File: src/rtl/hobbit_pkg.sv
// Shared constants and the parcel length rule for the Hobbit front-end parcel datapath.
package hobbit_pkg;

    localparam int PARCEL_W    = 16;
    localparam int MAX_PARCELS = 5;
    localparam int INST_W      = 80;

    localparam logic [2:0] LEN_1 = 3'd1;
    localparam logic [2:0] LEN_3 = 3'd3;
    localparam logic [2:0] LEN_5 = 3'd5;

    // The two top bits of the first parcel encode the instruction length.
    function automatic logic [2:0] parcel_len(input logic [PARCEL_W-1:0] parcel);
        logic [2:0] len;
        if (!parcel[15]) begin
            len = LEN_1;
        end else if (!parcel[14]) begin
            len = LEN_3;
        end else begin
            len = LEN_5;
        end
        return len;
    endfunction

endpackage

File: src/rtl/decode_parcel_queue_if.sv
// Fetch-side and decode-side handshake bundle of the parcel queue.
interface decode_parcel_queue_if #(
    parameter int PARCELS_IN = 2
);
    import hobbit_pkg::*;

    localparam int IN_CNT_W = $clog2(PARCELS_IN + 1);

    logic [PARCEL_W*PARCELS_IN-1:0] in_parcels;
    logic [IN_CNT_W-1:0]            in_count;
    logic                           in_valid;
    logic                           in_ready;
    logic [INST_W-1:0]              out_parcels;
    logic [2:0]                     out_len;
    logic                           out_valid;
    logic                           out_ready;

    modport master (
        output in_parcels, in_count, in_valid, out_ready,
        input  in_ready, out_parcels, out_len, out_valid
    );

    modport slave (
        input  in_parcels, in_count, in_valid, out_ready,
        output in_ready, out_parcels, out_len, out_valid
    );

endinterface

File: src/rtl/parcel_length.sv
// Combinational length decoder for the head parcel of an instruction.
module parcel_length
    import hobbit_pkg::*;
(
    input  logic [PARCEL_W-1:0] parcel,
    output logic [2:0]          len
);

    assign len = parcel_len(parcel);

endmodule

File: src/rtl/decode_parcel_queue.sv
// Circular parcel buffer that assembles variable-length instructions for the decoder.
module decode_parcel_queue
    import hobbit_pkg::*;
#(
    parameter int PARCELS_IN = 2,
    parameter int BUF_DEPTH  = 8
) (
    input  logic                           clk,
    input  logic                           rst,
    input  logic                           flush,
    decode_parcel_queue_if.slave           bus,
    output logic [$clog2(BUF_DEPTH+1)-1:0] occupancy
);

    localparam int PTR_W    = $clog2(BUF_DEPTH);
    localparam int CNT_W    = $clog2(BUF_DEPTH + 1);
    localparam int IN_CNT_W = $clog2(PARCELS_IN + 1);

    logic [PARCEL_W-1:0] storage_q [BUF_DEPTH];
    logic [PARCEL_W-1:0] storage_d [BUF_DEPTH];
    logic [PTR_W-1:0]    rd_ptr_q, rd_ptr_d;
    logic [PTR_W-1:0]    wr_ptr_q, wr_ptr_d;
    logic [CNT_W-1:0]    count_q, count_d;

    logic [2:0] head_len;
    logic       head_complete;
    logic       push;
    logic       pop;

    parcel_length u_head_len (
        .parcel (storage_q[rd_ptr_q]),
        .len    (head_len)
    );

    assign head_complete = (count_q != '0) && (count_q >= CNT_W'(head_len));
    assign bus.in_ready  = (BUF_DEPTH - int'(count_q)) >= PARCELS_IN;
    assign occupancy     = count_q;

    // A handshake during flush is ignored so the redirect wins cleanly.
    assign push = bus.in_valid && bus.in_ready && (bus.in_count != '0) && !flush;
    assign pop  = head_complete && bus.out_ready && !flush;

    always_comb begin
        bus.out_valid   = head_complete;
        bus.out_len     = head_complete ? head_len : 3'd0;
        bus.out_parcels = '0;
        for (int k = 0; k < MAX_PARCELS; k++) begin
            if (head_complete && (k < int'(head_len))) begin
                bus.out_parcels[k*PARCEL_W +: PARCEL_W] = storage_q[rd_ptr_q + PTR_W'(k)];
            end
        end
    end

    always_comb begin
        storage_d = storage_q;
        rd_ptr_d  = rd_ptr_q;
        wr_ptr_d  = wr_ptr_q;
        count_d   = count_q;
        if (flush) begin
            rd_ptr_d = '0;
            wr_ptr_d = '0;
            count_d  = '0;
        end else begin
            if (push) begin
                for (int i = 0; i < PARCELS_IN; i++) begin
                    if (i < int'(bus.in_count)) begin
                        storage_d[wr_ptr_q + PTR_W'(i)] = bus.in_parcels[i*PARCEL_W +: PARCEL_W];
                    end
                end
                wr_ptr_d = wr_ptr_q + PTR_W'(bus.in_count);
            end
            if (pop) begin
                rd_ptr_d = rd_ptr_q + PTR_W'(head_len);
            end
            count_d = count_q + (push ? CNT_W'(bus.in_count) : CNT_W'(0))
                              - (pop  ? CNT_W'(head_len)     : CNT_W'(0));
        end
    end

    always_ff @(posedge clk) begin
        if (rst) begin
            rd_ptr_q <= '0;
            wr_ptr_q <= '0;
            count_q  <= '0;
        end else begin
            rd_ptr_q <= rd_ptr_d;
            wr_ptr_q <= wr_ptr_d;
            count_q  <= count_d;
        end
    end

    // Parcel storage carries no reset; count alone decides what is live.
    always_ff @(posedge clk) begin
        storage_q <= storage_d;
    end

    always_ff @(posedge clk) begin
        if (!rst) begin
            assert (!(bus.in_valid && (bus.in_count > IN_CNT_W'(PARCELS_IN))));
            assert (count_q <= CNT_W'(BUF_DEPTH));
        end
    end

endmodule

File: src/flat_wrapper.sv
// flat-port wrapper written by rule: the top's interface ports become plain ports
module decode_parcel_queue_flat import hobbit_pkg::*;
#(
    parameter int PARCELS_IN = 2,
    parameter int BUF_DEPTH  = 8
)
  (clk, rst, flush, occupancy, bus_in_parcels, bus_in_count, bus_in_valid, bus_out_ready, bus_in_ready, bus_out_parcels, bus_out_len, bus_out_valid);
  decode_parcel_queue_if #(.PARCELS_IN(PARCELS_IN)) bus_i ();
  input  logic clk;
  input  logic rst;
  input  logic flush;
  output logic [$clog2(BUF_DEPTH+1)-1:0] occupancy;
  input wire logic [$bits(bus_i.in_parcels)-1:0] bus_in_parcels;
  input wire logic [$bits(bus_i.in_count)-1:0] bus_in_count;
  input wire logic [$bits(bus_i.in_valid)-1:0] bus_in_valid;
  input wire logic [$bits(bus_i.out_ready)-1:0] bus_out_ready;
  output wire logic [$bits(bus_i.in_ready)-1:0] bus_in_ready;
  output wire logic [$bits(bus_i.out_parcels)-1:0] bus_out_parcels;
  output wire logic [$bits(bus_i.out_len)-1:0] bus_out_len;
  output wire logic [$bits(bus_i.out_valid)-1:0] bus_out_valid;
  assign bus_i.in_parcels = bus_in_parcels;
  assign bus_i.in_count = bus_in_count;
  assign bus_i.in_valid = bus_in_valid;
  assign bus_i.out_ready = bus_out_ready;
  assign bus_in_ready = bus_i.in_ready;
  assign bus_out_parcels = bus_i.out_parcels;
  assign bus_out_len = bus_i.out_len;
  assign bus_out_valid = bus_i.out_valid;
  decode_parcel_queue #(.PARCELS_IN(PARCELS_IN), .BUF_DEPTH(BUF_DEPTH)) u_core (.clk(clk), .rst(rst), .flush(flush), .bus(bus_i), .occupancy(occupancy));
endmodule
File: config.mk
export PLATFORM = sky130hd
export DESIGN_NAME = decode_parcel_queue_flat
export DESIGN_NICKNAME = d
export VERILOG_FILES = /design/src/rtl/hobbit_pkg.sv /design/src/rtl/decode_parcel_queue_if.sv /design/src/rtl/parcel_length.sv /design/src/rtl/decode_parcel_queue.sv /design/src/flat_wrapper.sv
export SDC_FILE = /design/constraint.sdc
export NUM_CORES = 1
export LEC_CHECK = 0
export BUFFER_PORTS_ARGS = -buffer_cell sky130_fd_sc_hd__buf_2
export CAP_MARGIN = 15
export CORE_MARGIN = 1.5
export CORE_UTILIZATION = 40
export DETAILED_ROUTE_END_ITERATION = 12
export PLACE_DENSITY = 0.62
export REMOVE_ABC_BUFFERS = 1
export SYNTH_ARGS = -nofsm -noshare
export SYNTH_HDL_FRONTEND = slang
export SYNTH_SLANG_ARGS = --single-unit
File: constraint.sdc
create_clock -name clk -period 5.02 [get_ports clk]
set_input_delay 0.251 -clock clk [delete_from_list [all_inputs] [get_ports clk]]
set_output_delay 0.251 -clock clk [all_outputs]
set_load 0.05 [all_outputs]
## After elaboration in Yosys (flattened, before gate mapping)

Index checks and enable logic that the tools add are counted.

| storage, ports and cells | value |
|---|---|
| bits of input ports | 39 |
| output and inout bits | 89 |
| logic and storage cells | 100 |
| bits in registers | 138 |

| operators by class | value |
|---|---|
| multiplexer cells | 35 |
| $lt $le $gt $ge | 18 |
| bitwise operators | 8 |
| $add $sub $neg | 10 |
| reductions and logical operators | 18 |

Operator list:

| operator | number |
|---|---|
| $mux 128 | 4 |
| $mux 16 | 17 |
| $bwmux 128 | 2 |
| $bmux 16 s3 | 5 |
| $demux 16 s3 | 2 |
| $ge 32x3->1 const B | 1 |
| $ge 4x4->1 const B | 7 |
| $not 3->4 | 7 |
| $logic_and 1x1->1 | 13 |
| $mux 3 | 4 |
| $lt 4x1->1 const B | 2 |
| $add 3x1->3 const B | 2 |
| $add 3x2->3 const B | 2 |
| $lt 1x3->1 const A | 2 |
| $lt 2x3->1 const A | 2 |
| $sub 4x4->5 const A | 1 |
| $add 4x4->4 | 1 |
| $ge 4x3->1 | 1 |
| $lt 1x2->1 const A | 2 |
| $reduce_bool 4->1 | 1 |
| $sub 4x4->4 | 1 |
| $add 3x2->3 | 1 |
| $add 3x3->3 | 1 |
| $add 3x3->3 const B | 1 |
| 7 further kinds | 7 |

## Depth between registers and ports, before layout

| logic depth | value |
|---|---|
| word-level depth | 12 |
| gate-level depth with buffers | 17 |
| mapped depth without buffers | 15 |

## Hierarchy

A second synthesis with hierarchy kept.

| second synthesis, totals | value |
|---|---|
| cell total of the unflattened synthesis | 1031 |
| area, all modules | 12031.5 um2 |

By module, submodules not included:

| module | area each (um2) | times used | seq. area each (um2) | cells an instance |
|---|---|---|---|---|
| decode_parcel_queue | 12004.0 | 1 | 4043.9 | 1027 |
| parcel_length | 27.5 | 1 | 0.0 | 4 |

## Worst setup path after synthesis

Ideal clock, no wire load.

| timing path | value |
|---|---|
| path type | reg-to-reg |
| start | register u_core.count_q[1], in the netlist u_core.occupancy[1] |
| end | register u_core.count_q[3], in the netlist u_core.occupancy[3] |
| cell stages (with the launch flop) | 15 |
| buffers on the path | 1 |
| path slack | 1060 ps |
| data required time | 4892 ps |
| data arrival time | 3832 ps |
| cells stage by stage | dfxtp_1 > inv_1 > ha_1 > o41a_1 > o32a_1 > and3_1 > buf_6 > nand2_1 > fa_1 > inv_1 > ha_1 > a21o_1 > a21oi_1 > xnor2_1 > nor2_1 |

| between the ends | value |
|---|---|
| longest elaborated chain between the ends | 8 |

RTL lines:

| element | RTL line | source |
|---|---|---|
| start, declared | decode_parcel_queue.sv:23 | `logic [CNT_W-1:0] count_q, count_d;` |
| start signal, assigned | decode_parcel_queue.sv:88 | `count_q <= count_d;` |
| $sub 4x4->5 | decode_parcel_queue.sv:36 | `assign bus.in_ready = (BUF_DEPTH - int'(count_q)) >= PARCELS_IN;` |
| $ge 32x3->1 | decode_parcel_queue.sv:36 |  |
| $logic_and 1x1->1 (3 in a row) | decode_parcel_queue.sv:40 | `assign push = bus.in_valid && bus.in_ready && (bus.in_count != '0) && !flush;` |
| $mux 2 | decode_parcel_queue.sv:75 | `count_d = count_q + (push ? CNT_W'(bus.in_count) : CNT_W'(0))` |
| $add 4x4->4 | decode_parcel_queue.sv:75 |  |
| $sub 4x4->4 * | decode_parcel_queue.sv:76 | `- (pop ? CNT_W'(head_len) : CNT_W'(0));` |

Mark *: on every way between the ends. The rest lies on a longest branch, timed or not.
A chain may end at the register's enable or synchronous reset.

## Worst setup path in the final report

| timing path | value |
|---|---|
| start | register u_core.rd_ptr_q[1] |
| end | output port bus_out_parcels[58] |

| between the ends | value |
|---|---|
| longest elaborated chain between the ends | 10 |

RTL lines:

| element | RTL line | source |
|---|---|---|
| start, declared | decode_parcel_queue.sv:21 | `logic [PTR_W-1:0] rd_ptr_q, rd_ptr_d;` |
| start signal, assigned | decode_parcel_queue.sv:86 | `rd_ptr_q <= rd_ptr_d;` |
| $not 3->4 (implied by the code) | decode_parcel_queue.sv:31 | `.parcel (storage_q[rd_ptr_q]),` |
| $bmux 16 s3 | decode_parcel_queue.sv:31 |  |
| $mux 16 (implied by the code) (2 in a row) | decode_parcel_queue.sv:31 |  |
| $mux 3 | hobbit_pkg.sv:17 | `end else if (!parcel[14]) begin` |
| $mux 3 | hobbit_pkg.sv:15 | `if (!parcel[15]) begin` |
| $ge 4x3->1 | decode_parcel_queue.sv:35 | `assign head_complete = (count_q != '0) && (count_q >= CNT_W'(head_len));` |
| $logic_and 1x1->1 | decode_parcel_queue.sv:35 |  |
| $logic_and 1x1->1 | decode_parcel_queue.sv:48 | `if (head_complete && (k < int'(head_len))) begin` |
| $mux 16 * | decode_parcel_queue.sv:48 |  |
| end, declared | flat_wrapper.sv:18 | `output wire logic [$bits(bus_i.out_parcels)-1:0] bus_out_parcels;` |

Mark *: on every way between the ends. The rest lies on a longest branch, timed or not. The select of a mux whose other input is x is not followed.

==> summary.txt <==
Run status
  – Status: finished clean

Critical path
  – CP startpoint kind: flip-flop
  – CP arrival: ~4200 ps
  – Crit-path max FO: 28
  – CP Capture Type: output pin
  – CP Class: flip-flop to output pin
  – Worst Reg-to-Reg Cells: 15
  – Worst EP required: 4770 ps

Flow run
  – Max-cap viol count: 0

Placement
  – Global placement routability congestion: 0.819
  – PortBufs: between 100 and 150
  – Placed cells: 1,470
  – Dpl ws: 845 ps
  – Post-detail-place hpwl: 22,200 µm

Floorplanning
  – Core area: 29,500 µm²
  – Die Y-Extent: 176 µm
  – FP Rows: 63
  – Initial Util: 0.404
  – Die Width: 176 µm
  – I/O pins: 128
  – Die Area: 30,800 µm²

Drt
  – Routed Antenna Nets: 0
  – Final wirelength: 34,800 µm
  – 1st-iter DRT viols: 981
  – Vias: 8,938
  – Vias/cell: 5.94
  – DR DRC count: 0
  – DR WL/cell: around 23 µm
  – Drt first pass iters: 6

Global route
  – Global-route wire length before repair: between 50,000 and 60,000 µm
  – Vias in the first global route: 8,692
  – Total track usage: 0.230
  – Grt total ovfl: 0
  – Initial antenna violation count: 2
  – Largest net degree at the start of global routing: 72

Cells and area
  – Layout cells sized above 1: 0.298
  – Area of the multi-input gates: 7230 µm²
  – Commonest non-fill, non-tap cells in the layout: mux2i_1, nor2_1, mux4_2, edfxtp_1, buf_2
  – NumNets Final: 1,156
  – Count of filler cells inserted in the layout: 2,755
  – Storage element area: 4060 µm²
  – Synth-to-layout area growth: 11.1%
  – Final Non-Filler Cells: 1,504
  – Most common cell after layout, fill and taps aside: mux2i_1

Hold path
  – HP Class: primary input to flip-flop
  – Min-Delay Path Depth: 3

Clock network
  – Total CTS buffers: 17
  – H-tree levels: 4
  – # hold bufs at CTS: 0
  – Clock Latency Late Sink: 430 ps
  – CTS sink cnt: roughly 140
  – CTS tree: done
  – CTS root buffer: clkbuf_16
  – # resized after CTS: 0
  – Worst-path clk slew: 60 ps
  – Max Buffers Root-to-Sink: 2
  – Post-CTS Setup Bufs: 0

Yosys
  – Seq/Total Area, Yosys: 0.339
  – Synth top area share: 0.322
  – Synth Flop Type: edfxtp_1
  – Avg Inst Size Synth: 11.4 µm²
  – Largest cells by area after synthesis: edfxtp_1, mux4_2, mux2i_1
  – Synthesized area: roughly 12,000 µm²
  – FFs w/ async S/R, synth: 0
  – EDFF count, synth: about 130
  – Flops & latches, synth: 138
  – Yosys warns: 0
  – Number of distinct library cells after synthesis: 46
  – Leading area contributor after synthesis: edfxtp_1
  – Synth Instances: ~1,000

STA
  – Final worst slack: 550 ps
  – Fin crit period: 4470 ps
  – RSZ-0062 raised after global routing: false
  – Fin. max-slew vios: 0
  – Least-Margin Pin Slew: about 950 ps
  – Layout Skew: 12.1 ps
  – Final worst path period share: 0.891
  – Finish-stage setup viols: 0
  – Fmax: roughly 0.22 GHz
  – Fin. Hold Viols: 0
  – Max transition margin: 0.368

Power and ir drop
  – Static Leak: 4.54 nW
  – Maximum VDD drop: 0.277 mV
  – Cell Pwr Density: 270 nW/µm²
Yosys cell counts (3+ instances only):
cell type / number
and2_1: 3
nand2b_1: 3
o21ai_0: 54
o21ai_1: 12
dfxtp_1: 10
or4_1: 3
inv_1: 17
xor2_1: 7
buf_2: 32
xnor2_1: 4
mux2i_1: 207
a21oi_1: 68
buf_1: 9
nor2_1: 153
ha_1: 13
mux4_2: 128
fa_1: 4
buf_4: 14
nor3_1: 6
buf_6: 9
clkbuf_2: 16
nand2_1: 74
nor3_4: 3
edfxtp_1: 128
clkbuf_1: 40
state kept, by name, summed over array words and instances (netlist names):
| register | count |
|---|---|
| u_core.storage_q | 128 |
| u_core.occupancy | 4 |
| u_core.rd_ptr_q | 3 |
| u_core.wr_ptr_q | 3 |
cell type report:
type,count,area share
Antenna cell,2,0.000378
Clock buffer,21,0.0333
Clock inverter,10,0.00775
Inverter,19,0.00538
Multi-Input combinational cell,770,0.546
Sequential cell,138,0.306
Tap cell,390,0.0368
Timing Repair Buffer,154,0.0645
report_power, final:
part           leakage (nW)  internal (mW)  switching, mW
combinational          3.01          0.347          0.546
sequential             1.27           1.37         0.0986
clock                 0.263          0.721          0.500
total                  4.54           2.43           1.14
metal layers:
metal	vias up	routed length [µm]	global-route usage
li1	4062	-	-
met1	4422	14700	0.312
met2	421	16900	0.375
met3	33	2790	0.0476
met4	0	412	0.0580
met5	-	0	0
through the flow:
stage	power (mW)	setup TNS (ps)	utilization	hold slack [ps]	cell area [µm²]
floorplan	2.13	-293090	-	438	11300
global placement	2.37	0	0.430	563	12700
detailed placement	2.38	0	0.430	587	12700
CTS	3.59	0	0.449	209	13200
global route	3.71	0	0.449	238	13200
finish	3.58	0	0.449	219	13200
critical path, stage by stage (launching register included):
cell,delay (ps)
dfxtp_4,630
mux4_2,410
nor3b_1,160
a31oi_1,320
ha_1,300
a21o_1,150
nand3_1,100
and2_1,390
inv_1,200
nand2_1,550
buf_12,260
nor2_1,70
buf_2,220
cells by family (layout without fill, tap and decap cells):
family / count (synthesis) / in the layout / share of synthesized area
mux: 336 / 336 / 0.417
simple gates: 262 / 262 / 0.0935
compound gates: 144 / 144 / 0.0632
buf+inv: 139 / 204 / 0.0589
flops: 138 / 138 / 0.339
fa+ha+maj: 17 / 17 / 0.0204
xor+xnor: 11 / 11 / 0.00808
other cells: 0 / 2 / 0
final timing paths:
kind | startpoint | endpoint | slack (ps)
worst max-delay path | u_core.rd_ptr_q[1]$_SDFFE_PP0N_ | bus_out_parcels[58] | 550
worst max register to register | u_core.rd_ptr_q[1]$_SDFFE_PP0N_ | u_core.occupancy[3]$_SDFF_PP0_ | 850
worst min register to register | u_core.wr_ptr_q[1]$_SDFFE_PP0N_ | u_core.wr_ptr_q[1]$_SDFFE_PP0N_ | 600
worst min-delay path | rst | u_core.occupancy[0]$_SDFF_PP0_ | 220
No activity file was read; power rests on OpenSTA's default activity.
